**config.mk**
```make
export PLATFORM = sky130hd
export DESIGN_NAME = ddr3_hls_gmem_fifo_ex
export DESIGN_NICKNAME = d
export VERILOG_FILES = /design/src/rtl/ddr3_hls_gmem_fifo_ex.sv
export SDC_FILE = /design/constraint.sdc
export NUM_CORES = 1
export LEC_CHECK = 0
export CAP_MARGIN = 25
export CORE_AREA = 2 2 133 135
export CTS_CLUSTER_DIAMETER = 80
export DETAILED_ROUTE_END_ITERATION = 16
export DIE_AREA = 0 0 135 137
export PLACE_DENSITY_LB_ADDON = 0.15
export REMOVE_ABC_BUFFERS = 1
export SYNTH_ARGS = -nofsm -noshare
export SYNTH_HDL_FRONTEND = slang
export SYNTH_SLANG_ARGS = --single-unit
```
**constraint.sdc**
```tcl
create_clock -name sclk -period 2.56 [get_ports sclk]
set_input_delay 0.512 -clock sclk [delete_from_list [all_inputs] [get_ports sclk]]
set_output_delay 0.512 -clock sclk [all_outputs]
set_load 0.005 [all_outputs]
```
**src/rtl/ddr3_hls_gmem_fifo_ex.sv**
```systemverilog
`default_nettype none
// ============================================================================
//  Module      : ddr3_hls_gmem_fifo_ex
//  Description : Synchronous gmem buffering FIFO with FWFT/standard read mode,
//                arbitrary depth, level thresholds, flush and sticky error flags.
//  Revision    : 1.0 - initial release
// ============================================================================
module ddr3_hls_gmem_fifo_ex #(
    parameter int DATA_BITS     = 8,
    parameter int DEPTH         = 16,
    parameter int DEPTH_BITS    = 5,
    parameter int FWFT          = 1,
    parameter int AFULL_THRESH  = 12,
    parameter int AEMPTY_THRESH = 2
) (
    input  logic                  sclk,
    input  logic                  reset,
    input  logic                  sclk_en,
    input  logic                  flush,
    input  logic                  wrreq,
    input  logic [DATA_BITS-1:0]  data,
    output logic                  full_n,
    output logic                  almost_full,
    input  logic                  rdreq,
    output logic [DATA_BITS-1:0]  q,
    output logic                  empty_n,
    output logic                  almost_empty,
    output logic [DEPTH_BITS-1:0] data_count,
    output logic                  overflow,
    output logic                  underflow
);

    localparam int c_addr_bits = (DEPTH > 1) ? $clog2(DEPTH) : 1;
    localparam logic [c_addr_bits-1:0] c_last_addr = c_addr_bits'(DEPTH - 1);
    localparam logic [DEPTH_BITS-1:0]  c_depth     = DEPTH_BITS'(DEPTH);
    localparam logic [DEPTH_BITS-1:0]  c_afull     = DEPTH_BITS'(AFULL_THRESH);
    localparam logic [DEPTH_BITS-1:0]  c_aempty    = DEPTH_BITS'(AEMPTY_THRESH);
    localparam logic [DEPTH_BITS-1:0]  c_one       = DEPTH_BITS'(1);

    logic [DATA_BITS-1:0]   r_mem [0:DEPTH-1];
    logic [c_addr_bits-1:0] r_wr_ptr, r_rd_ptr;
    logic [DEPTH_BITS-1:0]  r_count;
    logic [DATA_BITS-1:0]   r_q;
    logic                   r_empty_n, r_full_n, r_almost_full, r_almost_empty;
    logic                   r_overflow, r_underflow;

    logic                   w_push, w_pop;
    logic [c_addr_bits-1:0] w_wr_ptr_nxt, w_rd_ptr_nxt;
    logic [DEPTH_BITS-1:0]  w_count_nxt;
    logic [DATA_BITS-1:0]   w_q_nxt;

    always_comb begin
        w_push       = wrreq & r_full_n & sclk_en & ~flush;
        w_pop        = rdreq & r_empty_n & sclk_en & ~flush;
        w_wr_ptr_nxt = (r_wr_ptr == c_last_addr) ? '0 : r_wr_ptr + 1'b1;
        w_rd_ptr_nxt = (r_rd_ptr == c_last_addr) ? '0 : r_rd_ptr + 1'b1;

        w_count_nxt = r_count;
        if (flush)
            w_count_nxt = '0;
        else if (w_push && !w_pop)
            w_count_nxt = r_count + 1'b1;
        else if (w_pop && !w_push)
            w_count_nxt = r_count - 1'b1;

        // FWFT keeps q equal to the head word; the bypass covers a push that
        // lands while the queue is (or becomes) otherwise empty.
        w_q_nxt = r_q;
        if (FWFT != 0) begin
            if (w_push && (r_count == '0))
                w_q_nxt = data;
            else if (w_pop) begin
                if (r_count > c_one)
                    w_q_nxt = r_mem[w_rd_ptr_nxt];
                else if (w_push)
                    w_q_nxt = data;
            end
        end else if (w_pop) begin
            w_q_nxt = r_mem[r_rd_ptr];
        end
    end

    always_ff @(posedge sclk) begin
        if (!reset && w_push)
            r_mem[r_wr_ptr] <= data;
    end

    always_ff @(posedge sclk) begin
        if (reset) begin
            r_wr_ptr       <= '0;
            r_rd_ptr       <= '0;
            r_count        <= '0;
            r_q            <= '0;
            r_empty_n      <= 1'b0;
            r_full_n       <= 1'b1;
            r_almost_full  <= 1'b0;
            r_almost_empty <= 1'b1;
            r_overflow     <= 1'b0;
            r_underflow    <= 1'b0;
        end else begin
            r_count        <= w_count_nxt;
            r_q            <= w_q_nxt;
            r_empty_n      <= (w_count_nxt != '0);
            r_full_n       <= (w_count_nxt != c_depth);
            r_almost_full  <= (w_count_nxt >= c_afull);
            r_almost_empty <= (w_count_nxt <= c_aempty);
            if (flush) begin
                r_wr_ptr    <= '0;
                r_rd_ptr    <= '0;
                r_overflow  <= 1'b0;
                r_underflow <= 1'b0;
            end else begin
                if (w_push)
                    r_wr_ptr <= w_wr_ptr_nxt;
                if (w_pop)
                    r_rd_ptr <= w_rd_ptr_nxt;
                if (wrreq && !r_full_n && sclk_en)
                    r_overflow <= 1'b1;
                if (rdreq && !r_empty_n && sclk_en)
                    r_underflow <= 1'b1;
            end
        end
    end

    assign q            = r_q;
    assign empty_n      = r_empty_n;
    assign full_n       = r_full_n;
    assign almost_full  = r_almost_full;
    assign almost_empty = r_almost_empty;
    assign data_count   = r_count;
    assign overflow     = r_overflow;
    assign underflow    = r_underflow;

endmodule
`default_nettype wire

```
# Word level (Yosys, flattened, before mapping)
# Memories as Yosys holds them, arrays and structs flattened.
# Index checks and enable logic that the tools add are counted.
# classes
n_addsub,4
n_lt_le_gt_ge,3
eq_ne,3
n_mux,11
bitwise,7
reduce_logical,19
# ops
cell,n
8-bit 2-to-1 mux,4
5-bit 2-to-1 mux,3
"4-bit by 1-bit adder with 4-bit output, second input constant",2
"4-bit == test, second input constant",2
1-bit logical AND,8
4-bit 2-to-1 mux,2
1-bit AND,6
"5-bit by 1-bit adder with 5-bit output, second input constant",1
"5-bit by 4-bit >= comparator with 1-bit output, second input constant",1
"5-bit by 1-bit > comparator with 1-bit output, second input constant",1
"5-bit by 2-bit less-or-equal comparator with 1-bit output, second input constant",1
1-bit logical NOT,5
5-bit logical NOT,1
"5-bit != test, second input constant",1
5-bit nonzero test,1
"5-bit by 1-bit subtractor with 5-bit output, second input constant",1
3-bit nonzero test,1
1-bit 2-to-1 mux,2
2-bit AND reduction,1
2-bit nonzero test,1
2-bit OR reduction,1
1-bit NOT,1
# word_totals
register_bits,27
ramBits,128
inputBits,14
out_inout_bits,19
mem_count,1
# mem_list
memory,words,word_bits,read_ports,rd_clocked_by_memory_dff,wr,line,source
r_mem,16,8,1,0,1,40,logic [DATA_BITS-1:0] r_mem [0:DEPTH-1];

# Logic depth before layout (Yosys ltp)
# depth
word_depth,9
ltp_mapped,10
ltp_nobuf,8

# Least setup slack after synthesis
# Ideal clock, no wire load.
# synth_timing
path_type,reg2reg
startpoint,register r_rd_ptr[1]
endpoint,register r_q[1] (netlist: q[1])
t_arrival_ns,1.953
t_required_ns,2.426
path_slack_ns,0.473
stages_incl_launch_ff,8
n_path_buf,1
cell_sequence,dfxtp_1 > ha_1 > buf_2 > xor2_1 > mux4_2 > or3b_1 > o211ai_1 > o22ai_1
# synth_via
elab_chain_cells,6
elab_cells_between_ends,7
# synth_rtl
element,line,source
start: declaration,41,"logic [c_addr_bits-1:0] r_wr_ptr, r_rd_ptr;"
start signal: assignment,116,r_rd_ptr <= w_rd_ptr_nxt;
4-bit by 1-bit adder with 4-bit output / 4-bit == test (equally long branches),56,w_rd_ptr_nxt = (r_rd_ptr == c_last_addr) ? '0 : r_rd_ptr + 1'b1;
4-bit 2-to-1 mux *,56,
memory read 16 x 8 bit *,--,
8-bit 2-to-1 mux *,73,if (r_count > c_one)
8-bit 2-to-1 mux *,72,else if (w_pop) begin
8-bit 2-to-1 mux *,70,if (w_push && (r_count == '0))
end signal: assignment,102,r_q <= w_q_nxt;
end: declaration,43,logic [DATA_BITS-1:0] r_q;
# Mark *: on every way between the ends. The rest lies on a longest branch, timed or not. The select of a mux whose other input is x is not followed.
# A chain may end at the register's enable or synchronous reset.

# Final worst setup path
# layout_timing
startpoint,register r_rd_ptr[1]
endpoint,register r_q[2] (netlist: q[2])
# Same word-level chain as after synthesis.

==> results.json <==
{
  "status": "completed",
  "core.rowCount": 48,
  "syn_area_um2": 6703,
  "antenna_cells": 0,
  "synth-edff-count": 128,
  "rsz0062_at_grt": "no",
  "clock_sinks": 155,
  "antenna_found_initial": 0,
  "htreeDepth": 4,
  "async_flop_share_pct": 0,
  "gp_routability_congestion": 0.8630,
  "grt-busiest-layer": "met2",
  "ir_worst_vdd_mv": 0.4223,
  "finalMaxSlewViolations": 0,
  "groute.usage.overall_pct": 18.63,
  "critPathLaunchType": "flip-flop",
  "grt_util_met1_pct": 23.30,
  "crit_type": "reg2reg",
  "grt.overflow.total": 0,
  "cts_buffer_depth": 2,
  "die-area_um2": 18500,
  "die_height_um": 137,
  "cts.clk_slew.worst_paths_ns": 0.07,
  "fmax_mhz": 413.9,
  "fin_crit_ns": 2.416,
  "grt_max_degree": 42,
  "dpl_cell_area_um2": 7556,
  "grt_use_met2_pct": 31.44,
  "ys_types": 65,
  "ios": 33,
  "wl_per_cell_um": 20.69,
  "cts_root_buffer": "clkbuf_16",
  "slew_headroom_pct": 65.76,
  "yosys_register_bits": 155,
  "syn_inst": 474,
  "power.total_mw": 5.651,
  "post-route-util_pct": 48.06,
  "nFillCells": 1508,
  "timing.hold.ws_ns": 0.4849,
  "final_cell_mix": "edfxtp_1, buf_4, nor2_1",
  "finalWirelength_um": 16320,
  "ys.flop_type": "edfxtp_1",
  "cts_hold_buf": 0,
  "worst_hold_path_type": "reg2reg",
  "tritoncts": "yes",
  "vias": 4192,
  "finalCritPeriodShare_pct": 94.38,
  "dr.pass1.iters": 4,
  "max_slew.worst_pin.slew_ns": 0.5082,
  "hold_viol": 0,
  "worst_ep_required_time_ns": 2.88,
  "design_area_um2": 8197,
  "dpl.hpwl_um": 11220,
  "rrSetupSlack_ns": 0.14,
  "core_um2": 17060,
  "grt_pass1_vias": 4287,
  "synth_sequential_area_ratio_pct": 65.41,
  "final_common_cell": "edfxtp_1",
  "grt_pass1_wl_um": 24720,
  "cp_max_fo": 20,
  "cts_made_buffers": 17,
  "endpoint_kind": "flip-flop",
  "leakage_nw": 2.712,
  "finClkSkew_ns": 0.007071,
  "routed_via_density": 5.313,
  "p_per_area_nw_per_um2": 689.4,
  "nets": 574,
  "drc_errors": 0,
  "drtIter0Drc": 241,
  "area_growth_pct": 22.29,
  "r2r_cells": 8,
  "io_buffers": 32,
  "clock_latency_ns": 0.43,
  "ys_warn_count": 0,
  "drive_gt1_share_pct": 18.97,
  "antenna_left": 0,
  "hold_path_depth": 2,
  "start_util_pct": 39.30,
  "worst_ep_arrival_time_ns": 2.73,
  "post_synth.cell_area_avg_um2": 14.14,
  "max_cap_violations": 0,
  "met3_usage_pct": 4.259,
  "die_w_um": 135,
  "setup_viol_count_final": 0
}
==> worst max-delay path, cell delays in order (launching register included) <==
cell and delay, ns:
dfxtp_1 0.43, ha_2 0.27, a31o_2 0.26, buf_12 0.21
mux2i_1 0.34, mux2i_1 0.14, o31ai_1 0.25, nor3_1 0.11
o31a_1 0.28
==> metal layers <==
layer	wire length, um	share of wire [%]
met1	7165	44
met2	8102	50
met3	604	3.7
met4	451	2.8
met5	0	0
==> synth_stat cells (4+ instances only) <==
master	instances	share of area, %
a211oi_1	7	0.78
a21oi_1	16	1.2
a22oi_1	6	0.67
a31oi_1	7	0.65
and3_1	4	0.37
buf_2	7	0.52
clkbuf_1	9	0.50
dfxtp_1	27	8.1
edfxtp_1	128	57
ha_1	9	1.7
inv_1	10	0.56
mux2i_1	32	4.8
mux4_2	14	4.7
nand2_1	39	2.2
nand2b_1	9	0.84
nand3_1	5	0.37
nor2_1	40	2.2
nor3_1	9	0.67
o21ai_0	18	1.3
o21ai_1	4	0.30
o22a_1	4	0.52
xnor2_1	4	0.52
==> power breakdown <==
part           switching (mW)  internal (mW)
Combinational           0.114         0.0897
Sequential            0.00873           2.74
Clock                    1.05           1.65
==> logic make-up (layout without fill, tap and decap cells) <==
| logic type | count (synthesis) | count (layout) | synth area share (%) |
|---|---|---|---|
| DFF | 155 | 155 | 65.41 |
| muxes | 49 | 49 | 10.43 |
| adders and majority gates | 9 | 9 | 1.680 |
| AOI/OAI and AO/OA | 94 | 94 | 9.745 |
| xor gates and xnor gates | 7 | 7 | 0.9147 |
| buffers and inverters | 34 | 124 | 2.968 |
| and+or+nand+nor | 126 | 126 | 8.848 |
==> registers in the layout, summed over array words and instances (netlist names) <==
signal,cells
empty_n,1
almost_empty,1
data_count,5
almost_full,1
underflow,1
r_rd_ptr,4
q,8
r_wr_ptr,4
full_n,1
r_mem,128
overflow,1
==> timing repair <==
item | CTS | global route
setup endpoints to repair | 0 | 3
setup buffers | 0 | 0
gates resized for setup | 0 | 1
==> worst paths after layout <==
kind	end	from
max	q[2]	r_rd_ptr[1]
min	underflow	underflow
max reg2reg	q[2]	r_rd_ptr[1]
min reg2reg	underflow	underflow
==> per-stage QoR <==
stage / worst slack (ns) / TNS [ns] / cells
CTS: 0.1076 / 0 / 789
detailed placement: 0.02810 / 0 / 757
finish: 0.1438 / 0 / 789
global route: 0.01085 / 0 / 789
global placement: 0.08418 / 0 / 757
floorplan: -1.091 / -7.206 / 450
==> cell type report <==
cell class,count,area (um2),area share [%]
sequential,155,4384,53.49
timing repair buffer,82,733.2,8.945
inverter,10,37.54,0.4579
multi-input combinational,285,2122,25.89
clock buffer,17,425.4,5.190
clock inverter,15,212.7,2.595
tap,225,281.5,3.435
No activity file was read; power rests on OpenSTA's default activity.
